--- src/rtl/sync_fifo.sv ---
// sync_fifo: single-clock FIFO with count-based status flags.
//
// Ports
//   clk        rising-edge clock
//   rst_n      asynchronous active-low reset
//   winc/wdata write request and data; accepted only when not full
//   wfull      occupancy == DEPTH
//   awfull     occupancy >= DEPTH-ALMOST
//   overflow   one-cycle pulse after a write requested while full
//   rinc       read request (pop); accepted only when not empty
//   rdata      read data (fall-through or registered, see FALLTHROUGH)
//   rempty     occupancy == 0
//   arempty    occupancy <= ALMOST
//   underflow  one-cycle pulse after a read requested while empty
//   count      current occupancy, 0..DEPTH
//
// All flags are registered from the next occupancy, so they describe the
// FIFO as it stands after the current edge.

module sync_fifo #(
    parameter int DSIZE       = 8,
    parameter int ASIZE       = 4,
    parameter     FALLTHROUGH = "TRUE",
    parameter int ALMOST      = 2
) (
    input  logic             clk,
    input  logic             rst_n,
    input  logic             winc,
    input  logic [DSIZE-1:0] wdata,
    output logic             wfull,
    output logic             awfull,
    output logic             overflow,
    input  logic             rinc,
    output logic [DSIZE-1:0] rdata,
    output logic             rempty,
    output logic             arempty,
    output logic             underflow,
    output logic [ASIZE:0]   count
);

    localparam int             DEPTH     = 1 << ASIZE;
    localparam logic [ASIZE:0] DEPTH_C   = (ASIZE+1)'(DEPTH);
    localparam logic [ASIZE:0] AFULL_TH  = (ASIZE+1)'(DEPTH - ALMOST);
    localparam logic [ASIZE:0] AEMPTY_TH = (ASIZE+1)'(ALMOST);

    logic [DSIZE-1:0] mem [DEPTH];

    logic [ASIZE:0] wptr_q, wptr_d;
    logic [ASIZE:0] rptr_q, rptr_d;
    logic [ASIZE:0] count_q, count_d;
    logic           wfull_q, wfull_d;
    logic           awfull_q, awfull_d;
    logic           rempty_q, rempty_d;
    logic           arempty_q, arempty_d;
    logic           overflow_q, overflow_d;
    logic           underflow_q, underflow_d;

    logic w_acc;
    logic r_acc;

    // Acceptance is judged against the registered flags, so on a full FIFO a
    // simultaneous read frees a slot only for the following cycle.
    assign w_acc = winc & ~wfull_q;
    assign r_acc = rinc & ~rempty_q;

    always_comb begin
        wptr_d      = wptr_q + {{ASIZE{1'b0}}, w_acc};
        rptr_d      = rptr_q + {{ASIZE{1'b0}}, r_acc};
        count_d     = count_q + {{ASIZE{1'b0}}, w_acc} - {{ASIZE{1'b0}}, r_acc};
        wfull_d     = (count_d == DEPTH_C);
        awfull_d    = (count_d >= AFULL_TH);
        rempty_d    = (count_d == '0);
        arempty_d   = (count_d <= AEMPTY_TH);
        overflow_d  = winc & wfull_q;
        underflow_d = rinc & rempty_q;
    end

    always_ff @(posedge clk or negedge rst_n) begin
        if (!rst_n) begin
            wptr_q      <= '0;
            rptr_q      <= '0;
            count_q     <= '0;
            wfull_q     <= 1'b0;
            awfull_q    <= 1'b0;
            rempty_q    <= 1'b1;
            arempty_q   <= 1'b1;
            overflow_q  <= 1'b0;
            underflow_q <= 1'b0;
        end else begin
            wptr_q      <= wptr_d;
            rptr_q      <= rptr_d;
            count_q     <= count_d;
            wfull_q     <= wfull_d;
            awfull_q    <= awfull_d;
            rempty_q    <= rempty_d;
            arempty_q   <= arempty_d;
            overflow_q  <= overflow_d;
            underflow_q <= underflow_d;
        end
    end

    // Storage is deliberately not reset.
    always_ff @(posedge clk) begin
        if (w_acc) begin
            mem[wptr_q[ASIZE-1:0]] <= wdata;
        end
    end

    generate
        if (FALLTHROUGH == "TRUE") begin : g_fallthrough
            // Head of queue is always presented; meaningless while empty.
            assign rdata = mem[rptr_q[ASIZE-1:0]];
        end else begin : g_registered
            logic [DSIZE-1:0] rdata_q, rdata_d;

            always_comb begin
                rdata_d = rdata_q;
                if (r_acc) begin
                    rdata_d = mem[rptr_q[ASIZE-1:0]];
                end
            end

            always_ff @(posedge clk or negedge rst_n) begin
                if (!rst_n) begin
                    rdata_q <= '0;
                end else begin
                    rdata_q <= rdata_d;
                end
            end

            assign rdata = rdata_q;
        end
    endgenerate

    assign wfull     = wfull_q;
    assign awfull    = awfull_q;
    assign rempty    = rempty_q;
    assign arempty   = arempty_q;
    assign overflow  = overflow_q;
    assign underflow = underflow_q;
    assign count     = count_q;

endmodule

--- config.mk ---
export PLATFORM = sky130hd
export DESIGN_NAME = sync_fifo
export DESIGN_NICKNAME = d
export VERILOG_FILES = /design/src/rtl/sync_fifo.sv
export SDC_FILE = /design/constraint.sdc
export NUM_CORES = 1
export LEC_CHECK = 0
export ABC_AREA = 1
export CAP_MARGIN = 20
export CORE_ASPECT_RATIO = 1.5
export CORE_MARGIN = 2
export CORE_UTILIZATION = 65
export CTS_BUF_LIST = sky130_fd_sc_hd__clkbuf_4 sky130_fd_sc_hd__clkbuf_8
export CTS_CLUSTER_DIAMETER = 60
export DETAILED_ROUTE_END_ITERATION = 10
export PLACE_DENSITY = 0.85
export SLEW_MARGIN = 20
export SYNTH_ARGS = -nofsm -noshare
export SYNTH_HDL_FRONTEND = slang
export SYNTH_SLANG_ARGS = --single-unit
--- constraint.sdc ---
create_clock -name clk -period 3.3 [get_ports clk]
set_clock_uncertainty 0.1 [all_clocks]
set_input_delay 0.33 -clock clk [delete_from_list [all_inputs] [get_ports clk]]
set_output_delay 0.33 -clock clk [all_outputs]
set_load 0.02 [all_outputs]
==> results.json <==
{
  "io_pins": 31,
  "critical_path_class": "register to primary output",
  "rr_worst_depth": 10,
  "synthTopCellsByCount": "nand2_1 (188), edfxtp_1 (128), inv_1 (115)",
  "antenna_found_initial": 0,
  "rrSetupSlack_ns": 0.73,
  "worst_skew_pair.late_latency_ns": 0.45,
  "wl_met3_um": 886,
  "worst_ep_required_time_ns": 2.87,
  "cp_max_fo": 65,
  "synth_edf_count": 128,
  "min_period_ns": 3.10,
  "htree_levels": 4,
  "cts_inserted_buffers": 17,
  "hp-class": "primary input to async pin",
  "grt_pass1_vias": 4364,
  "fin_nets": 678,
  "wl_met1_mm": 4.69,
  "cpPeakStageDelay_ns": 0.61,
  "register_area_mm2": 0.00432,
  "maxUsedRoutingLayer": "met4",
  "fin_cells": 786,
  "slew_violations": 0,
  "arrival_ns": 2.67,
  "multi_input_area_mm2": 0.00152,
  "clockRootBuffer": "clkbuf_8",
  "synth_most_common_cell": "nand2_1",
  "clock-sinks": 147,
  "grt_pass1_wl_mm": 21.4,
  "track_usage_pct": 27.2,
  "cts-resized-gates": 0,
  "core_area_mm2": 0.00963,
  "r2r-start": "wfull$_DFF_PN0_",
  "path_buf_inv": 2,
  "cp-endpoint": "rdata[0]",
  "post-place-cells": 754,
  "fin_util_pct": 74.2,
  "dpl_cell_area_mm2": 0.00678,
  "end_kind": "primary output",
  "area_delta_synth_final_pct": 11.3,
  "worstReg2RegEnd": "wfull$_DFF_PN0_",
  "setup_viol": 0,
  "num_antenna_cells": 0,
  "design.die.area_mm2": 0.0107,
  "startpoint_type": "register",
  "firstDrtPassIters": 5,
  "crit_start": "rptr_q[0]$_DFF_PN0_",
  "final_cell_area_mm2": 0.00715,
  "synth.largest_area_cell": "edfxtp_1",
  "ys_top_cells_by_area": "edfxtp_1 (60%), nand2_1 (11%), nand3_1 (8.3%)",
  "yosysSeqAreaShare_pct": 67.2,
  "synthesis.area_mm2": 0.00643,
  "p_per_area_mw_per_mm2": 898,
  "die_w_um": 85.2,
  "wl_met2_mm": 7.34,
  "fin_tns_setup_ns": 0,
  "grt_overflow_total": 0,
  "cpMaxStageDelayCell": "clkdlybuf4s50_1",
  "status": "completed",
  "yosysWarnings": 0,
  "post_cts.repair.setup_buffers": 0,
  "drv_cap": 0,
  "hold_slack_ns": 0.266,
  "num_vias": 4395,
  "synth_flop_cell": "edfxtp_1",
  "rsz0062_at_grt": "no",
  "clock.fmax_mhz": 323,
  "hold_viol_final": 0,
  "routed_wl_mm": 13.5,
  "crit_top_cell": "nand2_1",
  "async_reset_ff_share_pct": 12.9,
  "ys_seq_elements": 147,
  "grt_max_degree": 66,
  "synth.avg_cell_area_um2": 10.2,
  "fillers": 617,
  "clock_path_buffers": 2,
  "drive_gt1_share_pct": 6.11,
  "fp-row-count": 44,
  "gp_congestion": 0.899,
  "syn-num-nets": 648,
  "postRouteAntennaNets": 0,
  "period_share_pct": 93.9,
  "cp_cell_sequence": "buf_4 -> nand2_1 -> nand2_1 -> nand2_1 -> nand3_1 -> nand3_1 -> nand2_1 -> clkdlybuf4s50_1",
  "syn_inst": 628,
  "power.leakage_uw": 0.00316,
  "yosysUniqueCellTypes": 21,
  "holdBufCountCts": 0,
  "synth_top_cell_area_share_pct": 59.8,
  "drc": 0,
  "cp.depth": 8,
  "initial_core_util_pct": 66.7,
  "first_iter_violations": 348,
  "tritoncts": "yes",
  "wire_per_inst_um": 17.2,
  "fp.dieH_um": 126,
  "dp_hpwl_mm": 8.85,
  "ir_drop_mv": 0.855,
  "path_clk_slew_ns": 0.07,
  "cp_top_family": "buffers and inverters",
  "worstMarginPinSlew_ns": 0.854,
  "relSlewSlack_pct": 42.9,
  "io_buffers": 30,
  "vias_per_cell": 5.59
}
registers in the layout (all words and copies together) (netlist names):
signal     count
overflow       1
awfull         1
mem          128
rptr_q         4
wptr_q         4
wfull          1
rempty         1
count          5
underflow      1
arempty        1
logic make-up after synthesis:
logic type,synth area share [%]
and+or+nand+nor,21.0
AOI/OAI and AO/OA,0.273
DFF,67.2
xor gates and xnor gates,0.681
buffers and inverters,9.11
adders and majority gates,1.67
per-layer routing:
layer	GRT usage, %	vias up
met3	6.23	58
met2	47.4	206
met4	15.6	0
met1	30.1	2064
li1	-	2067
met5	0	-
power by group:
part	switching [uW]	internal (uW)	total, uW
sequential	135	2320	2460
combinational	1770	913	2690
clock	609	670	1280
total	2520	3910	6420
cells in the final DEF, fill, tap and decap left out:
cell type / synthesis / final
a21oi_1: 2 / 2
a22oi_1: 1 / 1
and2_1: 1 / 1
buf_12: 0 / 1
buf_4: 7 / 5
bufinv_16: 0 / 2
clkbuf_4: 0 / 2
clkbuf_8: 0 / 17
clkdlybuf4s50_1: 0 / 30
clkinv_1: 1 / 3
clkinv_2: 0 / 7
clkinvlp_4: 0 / 2
dfrtp_1: 17 / 16
dfrtp_2: 0 / 1
dfstp_2: 2 / 2
edfxtp_1: 128 / 128
fa_1: 1 / 1
ha_1: 7 / 7
inv_1: 115 / 115
inv_2: 1 / 1
nand2_1: 188 / 188
nand3_1: 107 / 107
nor2_1: 26 / 26
or2_2: 1 / 1
xnor2_1: 1 / 1
xor2_1: 4 / 4
per-stage QoR:
| stage | setup slack (ns) | power (uW) |
|---|---|---|
| global placement | 0.425 | 5040 |
| global route | 0.0743 | 6780 |
| CTS | 0.214 | 6410 |
| finish | 0.203 | 6420 |
| floorplan | 0.949 | 4270 |
| detailed placement | 0.293 | 5150 |
area by class of cell:
class                      count  share of cell area, %
clock buffer                  19                   3.48
multi-input combinational    339                   21.3
tap                          115                   2.01
timing repair buffer          36                   5.00
sequential                   147                   60.5
clock inverter                13                   1.64
inverter                     117                   6.14
worst min path at each step:
| stage | to | slack [ns] | cells past startpoint |
|---|---|---|---|
| final | count[4]$_DFF_PN0_ | 0.27 | 1 |
| after global routing | awfull$_DFF_PN0_ | 0.35 | 1 |
| after CTS | awfull$_DFF_PN0_ | 0.27 | 1 |
| after detailed placement | overflow$_DFF_PN0_ | 0.39 | 2 |
| after global placement | underflow$_DFF_PN0_ | 0.40 | 2 |
| after floorplan | awfull$_DFF_PN0_ | -0.07 | 0 |
No activity file was read; power rests on OpenSTA's default activity.
